<file path="config.mk">
export PLATFORM = sky130hd
export DESIGN_NAME = uart_rx_frame
export DESIGN_NICKNAME = d
export VERILOG_FILES = /design/src/rtl/uart_rx_frame.sv
export SDC_FILE = /design/constraint.sdc
export NUM_CORES = 1
export LEC_CHECK = 0
export ABC_AREA = 1
export CAP_MARGIN = 30
export CORE_AREA = 2 2 64 66
export DETAILED_ROUTE_END_ITERATION = 12
export DIE_AREA = 0 0 66 68
export PLACE_DENSITY = 0.83
export SETUP_SLACK_MARGIN = 0.1
export SYNTH_ARGS = -nofsm -noshare
export SYNTH_HDL_FRONTEND = slang
export SYNTH_SLANG_ARGS = --single-unit
</file>
<file path="constraint.sdc">
create_clock -name clk -period 1.9 [get_ports clk]
set_input_delay 0.285 -clock clk [delete_from_list [all_inputs] [get_ports clk]]
set_output_delay 0.285 -clock clk [all_outputs]
set_load 0.005 [all_outputs]
</file>
<file path="src/rtl/uart_rx_frame.sv">
// UART receiver: 8 data bits LSB first, one parity bit, one stop bit, sampled at mid-bit.
// Optional `UART_RX_MAJORITY_EN: 2-of-3 majority vote around each sample point (+1 clk latency).
module uart_rx_frame #(
  parameter int unsigned CLK_FREQ = 50000000,
  parameter int unsigned BAUD     = 9600
) (
  input  logic       clk,
  input  logic       rst,
  input  logic       rx,
  input  logic       parity_sel,
  output logic [7:0] rx_data,
  output logic       rx_valid,
  output logic       parity_err,
  output logic       frame_err,
  output logic       rx_busy
);

  localparam int unsigned BIT_TICKS = CLK_FREQ / BAUD;
  localparam int unsigned HALF      = BIT_TICKS / 2;
  localparam int unsigned CW        = $clog2(BIT_TICKS) + 1;
`ifdef UART_RX_MAJORITY_EN
  // Only START is delayed; later bits keep BIT_TICKS spacing from the shifted start.
  localparam int unsigned START_LIM = HALF + 1;
`else
  localparam int unsigned START_LIM = HALF;
`endif

  typedef enum logic [2:0] {IDLE, START, DATA, PARITY, STOP} state_t;

  state_t          state, state_nx;
  logic            rx_m, rx_s, rx_d;
  logic [CW-1:0]   cnt;
  logic [CW-1:0]   limit;
  logic [7:0]      shreg;
  logic [2:0]      bit_idx;
  logic            perr;
  logic            fall;
  logic            sample_now;
  logic            bit_val;

`ifdef UART_RX_MAJORITY_EN
  logic rx_d2;
  always_ff @(posedge clk or negedge rst) begin
    if (!rst) rx_d2 <= 1'b1;
    else      rx_d2 <= rx_d;
  end
  assign bit_val = (rx_s & rx_d) | (rx_s & rx_d2) | (rx_d & rx_d2);
`else
  assign bit_val = rx_s;
`endif

  assign fall       = rx_d & ~rx_s;
  assign limit      = (state == START) ? CW'(START_LIM) : CW'(BIT_TICKS - 1);
  assign sample_now = (state != IDLE) && (cnt == limit);
  assign rx_busy    = (state != IDLE);

  always_ff @(posedge clk or negedge rst) begin
    if (!rst) begin
      rx_m <= 1'b1;
      rx_s <= 1'b1;
      rx_d <= 1'b1;
    end else begin
      rx_m <= rx;
      rx_s <= rx_m;
      rx_d <= rx_s;
    end
  end

  always_ff @(posedge clk or negedge rst) begin
    if (!rst) state <= IDLE;
    else      state <= state_nx;
  end

  always_comb begin
    state_nx = state;
    unique case (state)
      IDLE:    if (fall) state_nx = START;
      START:   if (sample_now) state_nx = bit_val ? IDLE : DATA;
      DATA:    if (sample_now && bit_idx == 3'd7) state_nx = PARITY;
      PARITY:  if (sample_now) state_nx = STOP;
      STOP:    if (sample_now) state_nx = IDLE;
      default: state_nx = IDLE;
    endcase
  end

  always_ff @(posedge clk or negedge rst) begin
    if (!rst) begin
      cnt <= '0;
    end else if (state_nx != state || sample_now) begin
      cnt <= '0;
    end else if (state != IDLE) begin
      cnt <= cnt + 1'b1;
    end
  end

  always_ff @(posedge clk or negedge rst) begin
    if (!rst) begin
      shreg   <= '0;
      bit_idx <= '0;
      perr    <= 1'b0;
    end else if (sample_now) begin
      unique case (state)
        START:   bit_idx <= '0;
        DATA: begin
          shreg   <= {bit_val, shreg[7:1]};
          bit_idx <= bit_idx + 1'b1;
        end
        PARITY:  perr <= (bit_val != (parity_sel ? ^shreg : ~^shreg));
        default: ;
      endcase
    end
  end

  // Result registers update on the stop sample, so rx_valid is seen one clk later.
  always_ff @(posedge clk or negedge rst) begin
    if (!rst) begin
      rx_data    <= '0;
      parity_err <= 1'b0;
      frame_err  <= 1'b0;
      rx_valid   <= 1'b0;
    end else if (sample_now && state == STOP) begin
      rx_data    <= shreg;
      parity_err <= perr;
      frame_err  <= ~bit_val;
      rx_valid   <= 1'b1;
    end else begin
      rx_valid   <= 1'b0;
    end
  end

endmodule
</file>
==> results list <==
- Counting every sink on the clock net gives between 40 and 50.
* Path class of the lowest-slack min-delay path: flip-flop to flip-flop
- Global routing usage summed across all routing layers: between 20% and 30%
- Standard cell with the maximum stage delay on the critical path: sky130_fd_sc_hd__dfrtp_1
- Number of buffers on the longest clock path: 2
* Core ar.: 3860 um2
- In this design, the stage delay of the slowest critical-path cell is ~380 ps.
- Least-Margin Pin Slew: ~370 ps
* Final Util: 67.9%
- After synthesis the cells add up to 2110 um2.
* Max H-tree Level: 2
- Post-route cell area: 2620 um2
* Number of top-level pins: 16
- Sequential fraction of the synthesis area: between 50% and 60%
* Number of search-and-repair iterations in the first detailed-routing pass: 4
* Final Slew Violations: 0
* Effective utilization at floorplan: 54.7%
- P_leak: around 0.0012 uW
- The run finished with clean final reports.
* Commonest cells in the netlist: 56 x sky130_fd_sc_hd__nand2_1, 40 x sky130_fd_sc_hd__dfrtp_1, 32 x sky130_fd_sc_hd__inv_1, 20 x sky130_fd_sc_hd__o21ai_0, 18 x sky130_fd_sc_hd__nor2_1
- The via count of the first global-routing pass is 1,550.
- After filler insertion, the fill cell instance count of the layout stands at between 200 and 300.
- Count of antenna-violating nets left after detailed routing: 0
* Largest cells by area after synthesis: sky130_fd_sc_hd__dfrtp_1 47%, sky130_fd_sc_hd__nand2_1 10%, sky130_fd_sc_hd__xor2_1 5.8%, sky130_fd_sc_hd__inv_1 5.7%, sky130_fd_sc_hd__o21ai_0 4.7%
- Count of cell types in the netlist: 26
- After layout, the worst path uses 94.0% of the clock period.
- After detailed routing, the number of remaining DRC violations is 0.
* Path type of the worst setup path: flip-flop to flip-flop
- Number of buffers inserted during clock tree synthesis: 5
- VDD sags by at most 0.000540 V.
* Total global routing overflow: 0
- Measured against its own limit, the worst slew margin works out to 75.7%.
* Number of instances in the synthesized netlist: between 200 and 250
- Buffer and inverter count on the worst path: 2
- Hold Worst Slack: around 360 ps
* Fin nets: 285
- Post-detailed-route via-to-cell ratio: about 5
* Count of warnings emitted by yosys: 0
* Cell type with the highest aggregate area in the netlist: sky130_fd_sc_hd__dfrtp_1
* Time the worst path needs with I/O delays and setup: 1790 ps
- For this run, the top clock speed supported by timing is 560 MHz.
- Summing all placed instances gives a cell area of 2320 um2.
- Worst-path cell chain: buf_4, nand3_2, nand2_1, nand2_1, nor2_4, nand3_4, inv_2, nand3_1, nand2_2, nand2_4, nand2_4, nor2_2
- On the critical path the largest part of the delay comes from simple AND/OR/NAND/NOR gates.
* Clk_lat worst skew: 290 ps
- Max-capacitance violation count: 0
- Global-route wire length before repair: slightly below 7 mm
* DRT Wirelength: 4.34 mm
* Total negative setup slack: 0 ps
* Syn avg cell area: 8.68 um2
- The floorplan step defined a die boundary enclosing 4490 um2.
- Dividing the detail-routed wire length by the instance count gives 13.2 um.
- After clock tree synthesis, the clock-pin slew on the worst setup and hold paths is 80 ps.
* Top-area cell type share of the netlist area: 47.4%
* Die Span X: roughly 66 um
- CP Data Required Time: 2080 ps
- TritonCTS built the clock tree.
- By instance count, the leading cell after synthesis is sky130_fd_sc_hd__nand2_1.
- Hold violation total from the final report: 0
* Number of endpoints failing setup at the final stage: 0
- Across the routed clock network, the largest skew measured is 10.1 ps.
- Die extent in y: 68 um
* Last weighted congestion value of the routability-driven placer: 0.926
- Root buffer cell: sky130_fd_sc_hd__clkbuf_8
- Counting flops with a built-in enable in the synthesized netlist gives 0.
* Total nets after synthesis: 250
- In this run, the number of DRC markers left after iteration 0 of detailed routing was 133.
- The repair_antennas step left the layout with diodes totalling 0.
- The final route contains 1,646 vias.
- Half-perimeter wire length after detailed placement: 2.73 mm
- Number of register bits inferred by synthesis: 43
- The design draws 2660 uW.
* Critical path data arrival time: 1960 ps
* Critical Path Source Type: flip-flop
* Power Dens Cells: 1020 nW/um2
* Initial antenna violation count: 0
* Type of destination of the critical path: flip-flop
- Biggest fanout along the worst timing path: 7
- In the synthesized netlist the async set-or-reset flop fraction comes to 100%.
- # rows: 23
* Signed area change from the synthesized netlist to the final layout: 24.2%
- Unrepaired setup endpoints after global routing: true
- Of the cells placed in the final design, the portion with a size suffix greater than 1 is 24.4%.
* Maximum number of pins on one net before global-route repair: 21
* Most used DFF post-synth: sky130_fd_sc_hd__dfrtp_1
* Input/output buffers: 15
==> cells by family after synthesis <==
family          Yosys count  share of synthesized area (%)
simple gates            114                           25.3
flops                    43                           51.2
xor+xnor                 20                           8.30
buf+inv                  39                           7.41
fa+ha+maj                 3                           1.78
compound gates           24                           6.05
==> path summary, 6_finish.rpt <==
check,from,end,slack (ps),cells after the start
max,state[0]$_DFF_PN0_,cnt[12]$_DFFE_PN0P_,110,12
min,rx_m$_DFF_PN1_,bit_val$_DFF_PN1_,360,0
max reg2reg,state[0]$_DFF_PN0_,cnt[12]$_DFFE_PN0P_,110,12
min reg2reg,rx_m$_DFF_PN1_,bit_val$_DFF_PN1_,360,0
max in group asynchronous,rst,bit_val$_DFF_PN1_,920,3
min in group asynchronous,rst,perr$_DFFE_PN0P_,380,2
==> layer usage <==
layer	vias up	track usage (%)	wire length, um
li1	822	-	-
met1	769	26.6	2020
met5	-	0	0
met2	48	31.6	2030
met4	0	8.67	81
met3	7	4.93	209
==> flip-flops by register name, summed over array words and instances (netlist names) <==
register and flops:
rx_m 1, cnt 14, frame_err 1, state 3, parity_err 1, bit_val 1, rx_data 8, perr 1
rx_d 1, rx_valid 1, bit_idx 3, shreg 8
==> report_power, final <==
| part | internal [uW] | leakage, uW | switching, uW |
|---|---|---|---|
| Combinational | 278 | 0.000565 | 466 |
| Clock | 525 | 0.0000654 | 309 |
| Sequential | 995 | 0.000570 | 86.5 |
| Total | 1800 | 0.00120 | 862 |
==> cells in the final DEF, fill, tap and decap left out, drive strengths merged, types with 2 or more instances in the layout <==
cell type / instances
a21oi: 3
buf: 15
bufinv: 2
clkbuf: 6
clkdlybuf4s50: 13
dfrtp: 40
dfstp: 3
ha: 3
inv: 36
nand2: 60
nand3: 14
nor2: 32
nor3: 5
o21ai: 20
xnor2: 6
xor2: 14
==> cell type report <==
| class | count | area (um2) | share of cell area [%] |
|---|---|---|---|
| Tap cell | 50 | 62.6 | 2.39 |
| Multi-Input combinational cell | 162 | 945 | 36.1 |
| Clock inverter | 2 | 60.1 | 2.29 |
| Inverter | 36 | 135 | 5.16 |
| Sequential cell | 43 | 1080 | 41.3 |
| Timing Repair Buffer | 30 | 263 | 10.0 |
| Clock buffer | 6 | 72.6 | 2.77 |
==> per-stage QoR <==
stage                     instances  setup WS [ps]
after global routing            329           30.7
final                           329            114
after global placement          308            134
after detailed placement        308           57.7
after floorplan                 243            290
after CTS                       320           48.0
==> timing repair <==
action | CTS | global route
setup buffers | 3 | 8
endpoints found under the hold margin | 8 | 0
pin swaps | 1 | 2
hold buffers | 1 | 0
endpoints found under the setup margin | 15 | 34
resized for setup | 3 | 20
gates cloned | 0 | 1
Note: power is estimated with default switching activity, not from simulation.
